`src/rtl/logic_unit_pkg.sv`:
```
// rtl/logic_unit_pkg.sv - op encodings and defaults shared by the logic execute unit
package logic_unit_pkg;

  typedef enum logic [1:0] {
    OP_AND  = 2'b00,
    OP_OR   = 2'b01,
    OP_XOR  = 2'b10,
    OP_RSVD = 2'b11
  } logic_op_e;

  localparam int IMM_SEL_BIT = 2;

  localparam int DEF_DATA_WIDTH = 32;
  localparam int DEF_IMM_WIDTH  = 12;
  localparam int DEF_TAG_WIDTH  = 5;
  localparam int DEF_STAGES     = 2;

endpackage

```
`src/rtl/logic_pipe_stage.sv`:
```
// rtl/logic_pipe_stage.sv - one elastic valid/ready register stage with parametrised payload
module logic_pipe_stage #(
  parameter int WIDTH = 1
) (
  input  logic             clk,
  input  logic             reset,
  input  logic             clear_i,
  input  logic             up_valid_i,
  output logic             up_ready_o,
  input  logic [WIDTH-1:0] up_data_i,
  output logic             dn_valid_o,
  input  logic             dn_ready_i,
  output logic [WIDTH-1:0] dn_data_o
);

  logic             valid_q, valid_d;
  logic [WIDTH-1:0] data_q, data_d;

  // An empty stage always loads, so bubbles collapse toward the output.
  assign up_ready_o = !valid_q || dn_ready_i;

  always_comb begin
    valid_d = valid_q;
    data_d  = data_q;
    if (up_ready_o) begin
      valid_d = up_valid_i;
      if (up_valid_i) data_d = up_data_i;
    end
    if (clear_i) valid_d = 1'b0;
  end

  always_ff @(posedge clk) begin
    if (reset) begin
      valid_q <= 1'b0;
      data_q  <= '0;
    end else begin
      valid_q <= valid_d;
      data_q  <= data_d;
    end
  end

  assign dn_valid_o = valid_q;
  assign dn_data_o  = data_q;

endmodule

```
`src/rtl/logic_exec_unit.sv`:
```
// rtl/logic_exec_unit.sv - pipelined AND/OR/XOR execute unit; LOGIC_UNIT_FLUSH_EN adds a flush port
module logic_exec_unit
  import logic_unit_pkg::*;
#(
  parameter int DATA_WIDTH = DEF_DATA_WIDTH,
  parameter int IMM_WIDTH  = DEF_IMM_WIDTH,
  parameter int TAG_WIDTH  = DEF_TAG_WIDTH,
  parameter int STAGES     = DEF_STAGES
) (
  input  logic                  clk,
  input  logic                  reset,
  input  logic                  in_valid,
  output logic                  in_ready,
  input  logic [2:0]            in_op,
  input  logic [DATA_WIDTH-1:0] in_src1,
  input  logic [DATA_WIDTH-1:0] in_src2,
  input  logic [IMM_WIDTH-1:0]  in_imm,
  input  logic [TAG_WIDTH-1:0]  in_tag,
  output logic                  out_valid,
  input  logic                  out_ready,
  output logic [DATA_WIDTH-1:0] out_result,
  output logic [TAG_WIDTH-1:0]  out_tag,
  output logic                  out_illegal
`ifdef LOGIC_UNIT_FLUSH_EN
  ,
  input  logic                  flush
`endif
);

  localparam int PW = DATA_WIDTH + TAG_WIDTH + 1;

  logic                  kill;
  logic [DATA_WIDTH-1:0] operand2;
  logic [DATA_WIDTH-1:0] result;
  logic                  illegal;

  logic            valid_s [STAGES+1];
  logic            ready_s [STAGES+1];
  logic [PW-1:0]   data_s  [STAGES+1];

`ifdef LOGIC_UNIT_FLUSH_EN
  assign kill = flush;
`else
  assign kill = 1'b0;
`endif

  always_comb begin
    operand2 = in_op[IMM_SEL_BIT] ? DATA_WIDTH'($signed(in_imm)) : in_src2;
    result   = '0;
    illegal  = 1'b0;
    case (logic_op_e'(in_op[1:0]))
      OP_AND:  result = in_src1 & operand2;
      OP_OR:   result = in_src1 | operand2;
      OP_XOR:  result = in_src1 ^ operand2;
      default: illegal = 1'b1;
    endcase
  end

  // Flush keeps stage 1 from loading and clears every stage in the same edge.
  assign valid_s[0] = in_valid && !kill;
  assign data_s[0]  = {illegal, in_tag, result};
  assign in_ready   = ready_s[0] && !kill;

  assign ready_s[STAGES] = out_ready;

  for (genvar g = 1; g <= STAGES; g++) begin : g_stage
    logic_pipe_stage #(.WIDTH(PW)) u_stage (
      .clk        (clk),
      .reset      (reset),
      .clear_i    (kill),
      .up_valid_i (valid_s[g-1]),
      .up_ready_o (ready_s[g-1]),
      .up_data_i  (data_s[g-1]),
      .dn_valid_o (valid_s[g]),
      .dn_ready_i (ready_s[g]),
      .dn_data_o  (data_s[g])
    );
  end

  assign out_valid   = valid_s[STAGES];
  assign out_result  = out_valid ? data_s[STAGES][DATA_WIDTH-1:0] : '0;
  assign out_tag     = out_valid ? data_s[STAGES][DATA_WIDTH +: TAG_WIDTH] : '0;
  assign out_illegal = out_valid && data_s[STAGES][PW-1];

endmodule

```
`config.mk`:
```
export PLATFORM = sky130hd
export DESIGN_NAME = logic_exec_unit
export DESIGN_NICKNAME = d
export VERILOG_FILES = /design/src/rtl/logic_unit_pkg.sv /design/src/rtl/logic_pipe_stage.sv /design/src/rtl/logic_exec_unit.sv
export SDC_FILE = /design/constraint.sdc
export NUM_CORES = 1
export LEC_CHECK = 0
export BUFFER_PORTS_ARGS = -buffer_cell sky130_fd_sc_hd__buf_2
export CAP_MARGIN = 20
export CORE_MARGIN = 1.5
export CORE_UTILIZATION = 40
export DETAILED_ROUTE_END_ITERATION = 16
export PLACE_DENSITY_LB_ADDON = 0.1
export RECOVER_POWER = 100
export SLEW_MARGIN = 20
export SYNTH_ARGS = -nofsm -noshare
export SYNTH_HDL_FRONTEND = slang
export SYNTH_SLANG_ARGS = --single-unit
```
`constraint.sdc`:
```
create_clock -name clk -period 1.9 [get_ports clk]
set_clock_uncertainty 0.15 [all_clocks]
set_input_delay 0.38 -clock clk [delete_from_list [all_inputs] [get_ports clk]]
set_output_delay 0.38 -clock clk [all_outputs]
set_load 0.1 [all_outputs]
```
* Word-level counts from Yosys, hierarchy flattened *
Cells that the tools add are included.

word-level totals
  flip-flop bits (word level) = 78
  output and inout bits = 40
  logic and storage cells = 23

cells by class
  eq/ne operators = 2
  mux-type cells = 5
  bitwise logic cells = 3
  reduce and logical (&&, ||, !) cells = 9

operators by type and width
  cell                                                  count
  case mux 32 bit (3 select lines)                      1
  2-to-1 mux 32 bit                                     2
  bitwise AND 32 bit                                    1
  bitwise OR 32 bit                                     1
  bitwise XOR 32 bit                                    1
  2-to-1 mux 5 bit                                      1
  AND reduction 2 bit                                   2
  OR reduction 3 bit                                    1
  equality test 2 x 1 -> 1 bit (second input constant)  1
  equality test 2 bit (second input constant)           1
  zero test 1 bit                                       2
  zero test 2 bit                                       1
  logical OR 1 bit                                      2
  logical AND 1 bit                                     1
  2-to-1 mux 1 bit                                      1

* Depth between registers and ports, before layout *
  depth in word-level cells = 4
  gate-level depth with buffers = 8
  gate-level depth less buffers = 7

* Hierarchy *
Synthesis repeated with hierarchy kept, for this count alone.

unflattened totals
  cells, all modules = 646
  area, all modules = 5819.3 sq um

by module, submodules not included
  module            instances  cells an instance  area each (sq um)  seq. area each (sq um)
  logic_pipe_stage  2          177                1749.2             780.7
  logic_exec_unit   1          292                2321.0             0.0

* Worst setup path after synthesis *
Ideal clock, no wire load.

  path type = register to output
  from = register g_stage[2].u_stage.valid_q
  to = output out_result[10]
  data arrival time = 2.245 ns
  path slack = -0.875 ns
  stages on the path, launching flop included = 4
  path buffers = 2
  cell sequence = dfxtp_1 -> clkbuf_1 -> clkbuf_1 -> and2_1

between the ends
  word-level cells in the longest chain between the ends = 1

RTL lines
  what                    RTL line                RTL
  from (decl)             logic_pipe_stage.sv:16  logic valid_q, valid_d;
  from (signal assigned)  logic_pipe_stage.sv:37  valid_q <= valid_d;
  2-to-1 mux 32 bit       logic_exec_unit.sv:81   assign out_result = out_valid ? data_s[STAGES][DATA_WIDTH-1:0] : '0;
  to (decl)               logic_exec_unit.sv:21   output logic [DATA_WIDTH-1:0] out_result,

No other way between the ends.

* Final worst setup path *
  from = register g_stage[2].u_stage.valid_q
  to = output in_ready

between the ends
  word-level cells in the longest chain between the ends = 3

RTL lines
  what                            RTL line                RTL
  zero test 1 bit                 logic_pipe_stage.sv:20  assign up_ready_o = !valid_q || dn_ready_i;
  logical OR 1 bit (2 in series)  logic_pipe_stage.sv:20
  to (decl)                       logic_exec_unit.sv:13   output logic in_ready,

No other way between the ends.

==> flow_metrics.py <==
metrics = {
    "drt": {
        "drtAntennaViolNets": 0,
        "dr.first_iter.drc_count": 225,
        "drtPass1Iterations": 5,
        "wire_per_inst_um": 14.75,
        "routed_wl_um": 12100,
        "via_count": 4290,
        "drt-vias-per-instance": 5.232,
        "drc": 0,
    },
    "sta": {
        "whs_ps": 172.1,
        "finalHoldViolations": 0,
        "setup-violations-final": 0,
        "tns_ps": 0,
        "fmax_mhz": 547.7,
        "post-route-period-util_pct": 96.10,
        "timing.final.ws_setup_ps": 74.12,
        "grt_setup_unrepaired": "no",
        "slew_viol_final": 0,
        "period_needed_ps": 1826,
        "relSlewSlack_pct": 70.10,
        "worstMarginPinSlew_ps": 448.6,
    },
    "global_route": {
        "grt_pass1_wl_um": 19530,
        "overflow": 0,
        "groute.usage.overall_pct": 18.81,
        "grt_max_degree": 44,
        "antenna_found_initial": 0,
        "grt_pass1_vias": 4037,
    },
    "final_layout": {
        "drive_gt1_share_pct": 29.69,
        "final_nets": 824,
        "area_delta_synth_final_pct": 30.25,
        "nFillCells": 1100,
        "diodes": 0,
        "fin_util_pct": 54.23,
    },
    "power_and_ir_drop": {
        "internal-power_w": 0.002937,
        "p_switching_w": 0.001168,
        "clock_power_share_pct": 38.8,
        "pwr-share-seq_pct": 42.7,
        "p_leak_nw": 3.064,
        "total_power_w": 0.004105,
        "power_frac_comb_pct": 18.5,
        "switching_share_pct": 28.45,
        "power_density_nw_per_um2": 651.8,
        "worst_ir_drop_vdd_v": 0.0005547,
    },
    "yosys": {
        "postSynthCellCount": 566,
        "yosys-top-cells-area": "dfxtp_1 32%, ha_1 17%, mux2i_1 8.9%",
        "yosysWarnings": 0,
        "synth_cell_types": 24,
        "async_flop_share_pct": 0,
        "syn-cell-area_um2": 4836,
        "synth_seq_cells": 78,
        "synth_edf_count": 0,
        "seq_area_frac_synth_pct": 32.29,
        "yosysTopAreaCell": "dfxtp_1",
        "synth_flop_cell": "dfxtp_1",
        "yosysMostFrequentCell": "dfxtp_1",
        "syn_avg_cell_area_um2": 8.544,
        "netlist.area_leader.share_pct": 32.29,
        "synth_nets": 718,
        "yosys-top-cells-count": "78 x dfxtp_1, 67 x a21oi_1, 67 x inv_1",
    },
    "placement": {
        "pre_cts_slack_ps": -139.3,
        "place.gp.congestion": 0.7705,
        "dp_hpwl_um": 8838,
        "portBuffers": 127,
    },
    "worst_setup_path": {
        "start_kind": "flip-flop",
        "path_max_fanout": 9,
        "required_ps": 1370,
        "worst_setup_path_end_kind": "output pin",
        "worstSetupPathType": "flip-flop to output pin",
        "arrival_ps": 1300,
    },
    "die": {
        "core_area_um2": 11610,
        "dieArea_um2": 12760,
        "num_rows": 39,
        "ioPinCount": 128,
        "die_h_um": 113.0,
        "initial_core_util_pct": 41.64,
        "die_w_um": 113.0,
    },
    "clock_network": {
        "cts_buffers": 9,
        "clkTransAtPathRegs_ps": 60,
        "cts-root-buf": "clkbuf_16",
        "htree_levels": 3,
        "post_cts_buffers": 0,
        "cts_buffer_depth": 2,
        "cts_tree": "done",
        "clk_latency_ps": 330,
        "cts.sinks": 78,
    },
    "outcome": {
        "status": "complete, no violations",
    },
    "worst_hold_path": {
        "hold_class": "input pin to flip-flop",
    },
    "job": {
        "cap_viol_max_count": 0,
    },
}
-- metal layers --
layer	vias to the layer above	GRT usage [%]	part of all wire [%]
met5	-	0	0
met4	0	6.083	1.0
met3	9	1.928	4.5
met2	129	28.94	44
met1	1970	27.67	50
li1	2182	-	-
-- path summary, 6_finish.rpt --
check,from,to,slack (ps),cells after the start
max reg2reg,g_stage[2].u_stage.dn_valid_o,g_stage[2].u_stage.dn_data_o[2],390,5
min,in_tag[1],g_stage[1].u_stage.dn_data_o[33],170,3
max,g_stage[2].u_stage.dn_valid_o,in_ready,70,3
min reg2reg,g_stage[2].u_stage.dn_data_o[26],g_stage[2].u_stage.dn_data_o[26],320,2
-- flip-flops by register name, indices dropped and copies added, names as in the netlist --
signal                      flops
g_stage.u_stage.dn_data_o      76
g_stage.u_stage.dn_valid_o      2
-- timing repair --
action,in CTS,in global routing
hold endpoints to repair,0,0
gates resized for setup,0,1
endpoints found under the setup margin,0,1
hold buffers,0,0
-- power by group through the flow --
stage | Sequential [W] | Clock [W] | Combinational [W]
2_1_floorplan | 0.00178 | 0 | 0.000495
3_3_place_gp | 0.00179 | 0 | 0.000742
3_5_place_dp | 0.00179 | 0 | 0.000775
4_1_cts | 0.00175 | 0.00163 | 0.000777
5_1_grt | 0.00176 | 0.00170 | 0.000849
6_report | 0.00175 | 0.00159 | 0.000758
-- cells in the final DEF, fill, tap and decap left out, types with 12 or more instances in the layout --
| cell type | n |
|---|---|
| mux2i_1 | 43 |
| buf_12 | 12 |
| and2_2 | 18 |
| nand3_1 | 43 |
| a21oi_1 | 67 |
| buf_2 | 86 |
| o22ai_1 | 32 |
| and2_4 | 20 |
| o21ai_0 | 41 |
| ha_1 | 64 |
| inv_1 | 67 |
| a22o_1 | 32 |
| buf_6 | 31 |
| dfxtp_1 | 77 |
-- critical path, stage by stage (launching register included) --
cell,delay [ps]
dfxtp_4,350
and3b_2,250
inv_4,140
buf_8,210
-- final cells by class --
type,count,area [µm²],area share (%)
multi-input cells,371,2868,45.53
inverters,68,257.7,4.092
clock inverters,7,56.30,0.8939
repair buffers,144,1147,18.22
clock buffers,9,225.2,3.576
flip-flops and latches,78,1565,24.85
well taps,143,178.9,2.841
-- kinds of logic after synthesis --
family / share of synthesized area (%)
AO/OA/AOI/OAI: 21.76
multiplexers: 8.900
flip-flops: 32.29
AND/OR/NAND/NOR: 10.43
adder cells (fa/ha/maj): 16.56
buffers and inverters: 10.06
-- through the flow --
stage | std cells | cell area [µm²]
2_1_floorplan | 566 | 4912
3_3_place_gp | 804 | 6332
3_5_place_dp | 804 | 6332
4_1_cts | 820 | 6614
5_1_grt | 820 | 6299
6_report | 820 | 6299
Note: power is estimated with default switching activity, not from simulation.
